### src/rtl/instruction_fetch.sv
// Fetch stage: sequential instruction memory reads into a small FIFO, presented
// to decode with their addresses over valid/ready; handles redirects and HLT.
module instruction_fetch #(
  parameter logic [15:0] RESET_PC  = 16'h0000,
  parameter int          BUF_DEPTH = 2
) (
  input  logic        CLOCK,
  input  logic        RESET,
  output logic        IMEM_REQ,
  output logic [15:0] IMEM_ADDR,
  input  logic        IMEM_ACK,
  input  logic [15:0] IMEM_RDATA,
  output logic [15:0] EXEC,
  output logic [15:0] EXEC_PC,
  output logic        EXEC_VALID,
  input  logic        EXEC_READY,
  input  logic        REDIRECT,
  input  logic [15:0] REDIRECT_PC,
  output logic        HALTED
);

  localparam int PTR_W = $clog2(BUF_DEPTH);
  localparam int CNT_W = PTR_W + 1;

  typedef enum logic [1:0] {IDLE, WAIT, DRAIN, HALT} state_t;

  state_t             state_reg, state_next;
  logic [15:0]        pc_reg, pc_next;
  logic               req_reg, req_next;
  logic [15:0]        addr_reg, addr_next;

  logic [31:0]        buf_mem [BUF_DEPTH];
  logic [PTR_W-1:0]   rd_ptr_reg, rd_ptr_next;
  logic [PTR_W-1:0]   wr_ptr_reg, wr_ptr_next;
  logic [CNT_W-1:0]   count_reg, count_next, count_after_pop;

  logic [15:0]        exec_reg, exec_next;
  logic [15:0]        exec_pc_reg, exec_pc_next;
  logic               exec_valid_reg, exec_valid_next;
  logic               halted_reg;

  logic               push, pop, is_hlt;
  logic [31:0]        head_word;

  assign is_hlt = (IMEM_RDATA[15:14] == 2'b11) && (IMEM_RDATA[7:4] == 4'hF);
  assign pop    = exec_valid_reg & EXEC_READY;

  always_comb begin
    state_next = state_reg;
    pc_next    = pc_reg;
    req_next   = req_reg;
    addr_next  = addr_reg;
    push       = 1'b0;
    case (state_reg)
      IDLE: begin
        // Nothing is outstanding here, so credit is just free FIFO space.
        if (REDIRECT) begin
          pc_next = REDIRECT_PC;
        end else if (count_reg < CNT_W'(BUF_DEPTH)) begin
          req_next   = 1'b1;
          addr_next  = pc_reg;
          state_next = WAIT;
        end
      end
      WAIT: begin
        if (IMEM_ACK) begin
          req_next = 1'b0;
          if (REDIRECT) begin
            pc_next    = REDIRECT_PC;
            state_next = IDLE;
          end else begin
            push       = 1'b1;
            pc_next    = pc_reg + 16'd1;
            state_next = is_hlt ? HALT : IDLE;
          end
        end else if (REDIRECT) begin
          pc_next    = REDIRECT_PC;
          state_next = DRAIN;
        end
      end
      DRAIN: begin
        if (REDIRECT) pc_next = REDIRECT_PC;
        if (IMEM_ACK) begin
          req_next   = 1'b0;
          state_next = IDLE;
        end
      end
      HALT: begin
        if (REDIRECT) begin
          pc_next    = REDIRECT_PC;
          state_next = IDLE;
        end
      end
      default: state_next = IDLE;
    endcase
  end

  // The output register is loaded with the post-edge head, bypassing the
  // array when the incoming word lands directly at the head.
  always_comb begin
    count_after_pop = count_reg - CNT_W'(pop);
    rd_ptr_next     = rd_ptr_reg + PTR_W'(pop);
    wr_ptr_next     = wr_ptr_reg + PTR_W'(push);
    count_next      = count_after_pop + CNT_W'(push);
    head_word       = (push && (count_after_pop == '0)) ? {IMEM_RDATA, pc_reg}
                                                        : buf_mem[rd_ptr_next];
    exec_valid_next = (count_next != '0);
    exec_next       = exec_reg;
    exec_pc_next    = exec_pc_reg;
    if (exec_valid_next) {exec_next, exec_pc_next} = head_word;
    if (REDIRECT) begin
      rd_ptr_next     = '0;
      wr_ptr_next     = '0;
      count_next      = '0;
      exec_valid_next = 1'b0;
    end
  end

  always_ff @(posedge CLOCK or posedge RESET) begin
    if (RESET) begin
      state_reg      <= IDLE;
      pc_reg         <= RESET_PC;
      req_reg        <= 1'b0;
      addr_reg       <= RESET_PC;
      rd_ptr_reg     <= '0;
      wr_ptr_reg     <= '0;
      count_reg      <= '0;
      exec_reg       <= 16'h0000;
      exec_pc_reg    <= 16'h0000;
      exec_valid_reg <= 1'b0;
      halted_reg     <= 1'b0;
    end else begin
      state_reg      <= state_next;
      pc_reg         <= pc_next;
      req_reg        <= req_next;
      addr_reg       <= addr_next;
      rd_ptr_reg     <= rd_ptr_next;
      wr_ptr_reg     <= wr_ptr_next;
      count_reg      <= count_next;
      exec_reg       <= exec_next;
      exec_pc_reg    <= exec_pc_next;
      exec_valid_reg <= exec_valid_next;
      halted_reg     <= (state_next == HALT);
    end
  end

  always_ff @(posedge CLOCK) begin
    if (push) buf_mem[wr_ptr_reg] <= {IMEM_RDATA, pc_reg};
  end

  assign IMEM_REQ   = req_reg;
  assign IMEM_ADDR  = addr_reg;
  assign EXEC       = exec_reg;
  assign EXEC_PC    = exec_pc_reg;
  assign EXEC_VALID = exec_valid_reg;
  assign HALTED     = halted_reg;

endmodule

### config.mk
export PLATFORM = sky130hd
export DESIGN_NAME = instruction_fetch
export DESIGN_NICKNAME = d
export VERILOG_FILES = /design/src/rtl/instruction_fetch.sv
export SDC_FILE = /design/constraint.sdc
export NUM_CORES = 1
export LEC_CHECK = 0
export BUFFER_PORTS_ARGS = -buffer_cell sky130_fd_sc_hd__buf_2
export CAP_MARGIN = 20
export CORE_MARGIN = 5
export CORE_UTILIZATION = 45
export DETAILED_ROUTE_END_ITERATION = 10
export PLACE_DENSITY_LB_ADDON = 0.12
export SYNTH_ARGS = -nofsm -noshare
export SYNTH_HDL_FRONTEND = slang
export SYNTH_SLANG_ARGS = --single-unit
### constraint.sdc
create_clock -name CLOCK -period 5.5 [get_ports CLOCK]
set_input_delay 0.275 -clock CLOCK [delete_from_list [all_inputs] [get_ports CLOCK]]
set_output_delay 0.275 -clock CLOCK [all_outputs]
set_load 0.05 [all_outputs]
==> results.txt <==
antenna-violating nets left - 0
max reg flops - 64
XOR/XNOR share of the synthesized area - 0.0240
Final Hold Fails - 0
Via density - 5.38
fill cell count - 1142
VDD IR max - 346 uV
status - finished, final reports clean
TNS Setup - 0 ns
initial detailed-routing violation count - 212
asr flop ratio synth - 0.533
clock transition at the registers of the reported paths - 0.05 ns
starting density of the core - 0.457
hold-fix buffer count after cts - 1
drt first pass iters - 4
final setup fails - 0
GRT Residual Overflow - 0
utilization of the core after routing - 0.541
maximum fanout along the worst path - 28
Final #Nets - 618
largest net degree at the start of global routing - 57
Area growth, synth to finish - 18.4%
element type at the critical path end - flip-flop
worst path required time - 5.81 ns
Total Wirelength - 13400 um
die height - 126 um
Synth cell types - 48
Setup Buffers After CTS - 0
setup slack after layout - 2.64 ns
DR WL/cell - 17.7 um
Pwr Density - 600 mW/mm^2
Critical Path, Cell by Cell - inv_1 -> ha_1 -> nand3b_1 -> inv_1 -> ha_1 -> xnor3_1 -> nor2b_4 -> buf_12 -> buf_4 -> nand2_1 -> o31ai_2
Resize count post-CTS - 0
clk sinks - 137
layout cells sized above 1 - 0.268
WS Path Type - reg -> reg
cell row count - 42
Slowest-stage cell, CP - nor2b_4
fmax - 0.350 GHz
vias in the first global route - 4211
mux cell area share after synthesis - 0.0382
syn nets - 534
total number of yosys warnings - 0
Detailed Place HPWL - 8690 um
Setup WS pre-CTS - 2.47 ns
Synth Area in Compound Gates - 0.161
Crit path largest cell delay - 0.53 ns
Worst Hold Class - in -> reg
fin crit share - 0.520
global-route wire length before repair - 22100 um
Startpoint Class - flip-flop
core area - 0.0132 mm^2
number of buffers created by CTS - 17
Post-Synth Simple-Gate Area - 0.102
fin cells - 759
Synth Cell Area - 0.00606 mm^2
top_reg_cell synth - dfrtp_1
Hold Crit Depth - 1
placed insts - 727
Biggest register - buf_mem
Layout Skew - 0.0116 ns
Worst Hold Slack - 0.0772 ns
RSZ-0062 raised after global routing - false
post-synthesis average cell area - 12.4 um^2
routed via count - 4086
Worst Max-Slew Pin Slew - 0.901 ns
Die Area - 0.0159 mm^2
post-synthesis adder-cell area fraction - 0.0207
CTS Buffer Depth - 2
#FFs+latches synth - 137
H-tree levels - 4
R2R depth - 11
antenna violations before repair - 0
PortBufs - 87
number of synthesized flops with an enable pin - 64
Top Ports - 88
Leak Pwr - 2.95 nW
relative slew slack - 0.399
Tot GR Track Use - 0.176
n_diodes - 0
Final GP Congestion - 0.763
register area share after synthesis - 0.619
CTS Root Cell - clkbuf_16
die width - 126 um
crit path DAT - 3.17 ns
Max-Cap Viols - 0
TritonCTS clock tree - yes
main combinational cell family by area after synthesis - compound AO/OA/AOI/OAI gates
clk_lat worst skew - 0.41 ns
Mapped Cells - 487
Slew Viols, Final - 0
residual DRC count - 0
Tmin final - 2.86 ns
routing by layer:
metal / share of wire / routed length (um) / global-route usage / vias to the layer above
met5: 0 / 0 / 0 / -
met4: 0.017 / 222 / 0.0606 / 0
met3: 0.047 / 633 / 0.0500 / 19
met2: 0.47 / 6310 / 0.273 / 101
met1: 0.47 / 6270 / 0.239 / 2025
li1: - / - / - / 1941
cells by family (layout without fill, tap and decap cells):
logic type      Yosys count  in the layout
mux                      21             21
compound gates          122            122
fa+ha+maj                10             10
xor+xnor                 15             15
flops                   137            137
buf+inv                  46            142
simple gates            136            136
Yosys cell counts (10+ instances only):
| cell type | instances | area share |
|---|---|---|
| nor2_1 | 41 | 0.025 |
| dfrtp_1 | 73 | 0.30 |
| a21boi_0 | 31 | 0.038 |
| xnor2_1 | 10 | 0.014 |
| clkbuf_1 | 21 | 0.013 |
| edfxtp_1 | 64 | 0.32 |
| o31ai_2 | 20 | 0.041 |
| ha_1 | 10 | 0.021 |
| nand2_1 | 56 | 0.035 |
| o31ai_1 | 11 | 0.014 |
| a211oi_1 | 31 | 0.038 |
| o21ai_0 | 13 | 0.011 |
| inv_1 | 13 | 0.0081 |
| mux2_2 | 13 | 0.024 |
report_power, final:
group / switching [mW] / internal, mW
clock: 0.388 / 0.626
sequential: 0.138 / 1.32
combinational: 1.29 / 0.547
total: 1.82 / 2.49
path summary, 6_finish.rpt:
kind	slack, ns	from	endpoint
max	2.64	state_reg[1]	EXEC_PC[7]
min	0.08	IMEM_RDATA[2]	buf_mem[0][18]
max reg2reg	2.64	state_reg[1]	EXEC_PC[7]
min reg2reg	0.47	EXEC[11]	EXEC[11]
max in group asynchronous	4.02	RESET	IMEM_ADDR[12]
min in group asynchronous	0.41	RESET	EXEC[10]
per-stage QoR:
stage               instance area, um^2  total power [mW]
floorplan                          6060              2.91
global placement                   6620              3.26
detailed placement                 6640              3.33
CTS                                7170              4.35
global route                       7170              4.55
finish                             7170              4.31
cell type report:
| cell class | count | area (um^2) | share of cell area |
|---|---|---|---|
| multi-input cells | 304 | 2100 | 0.293 |
| inverters | 13 | 48.8 | 0.00681 |
| flip-flops and latches | 137 | 3750 | 0.523 |
| clock buffers | 26 | 469 | 0.0654 |
| repair buffers | 98 | 533 | 0.0743 |
| clock inverters | 5 | 46.3 | 0.00646 |
| well taps | 176 | 220 | 0.0307 |
critical path, delay by kind of cell, from the launching register on:
family | cells | cell delay (ns)
fa+ha+maj | 2 | 0.45
flops | 1 | 0.43
buf+inv | 4 | 0.76
xor+xnor | 1 | 0.22
compound gates | 1 | 0.07
simple gates | 3 | 0.82
placed cells by master, fill, tap and decap left out, drive strengths merged, types with 3 or more instances in the layout:
master,instances
inv,13
nand4,5
buf,97
clkinv,4
nand3b,3
nand3,5
mux2i,4
nor4,5
nor2b,4
ha,10
o31ai,31
nor3,8
o21ai,16
a211oi,31
dfrtp,73
nor2,41
a21oi,3
mux2,17
clkbuf,26
xnor2,10
nand2b,3
edfxtp,64
nand2,56
a21boi,31
xor2,4
Note: power is estimated with default switching activity, not from simulation.
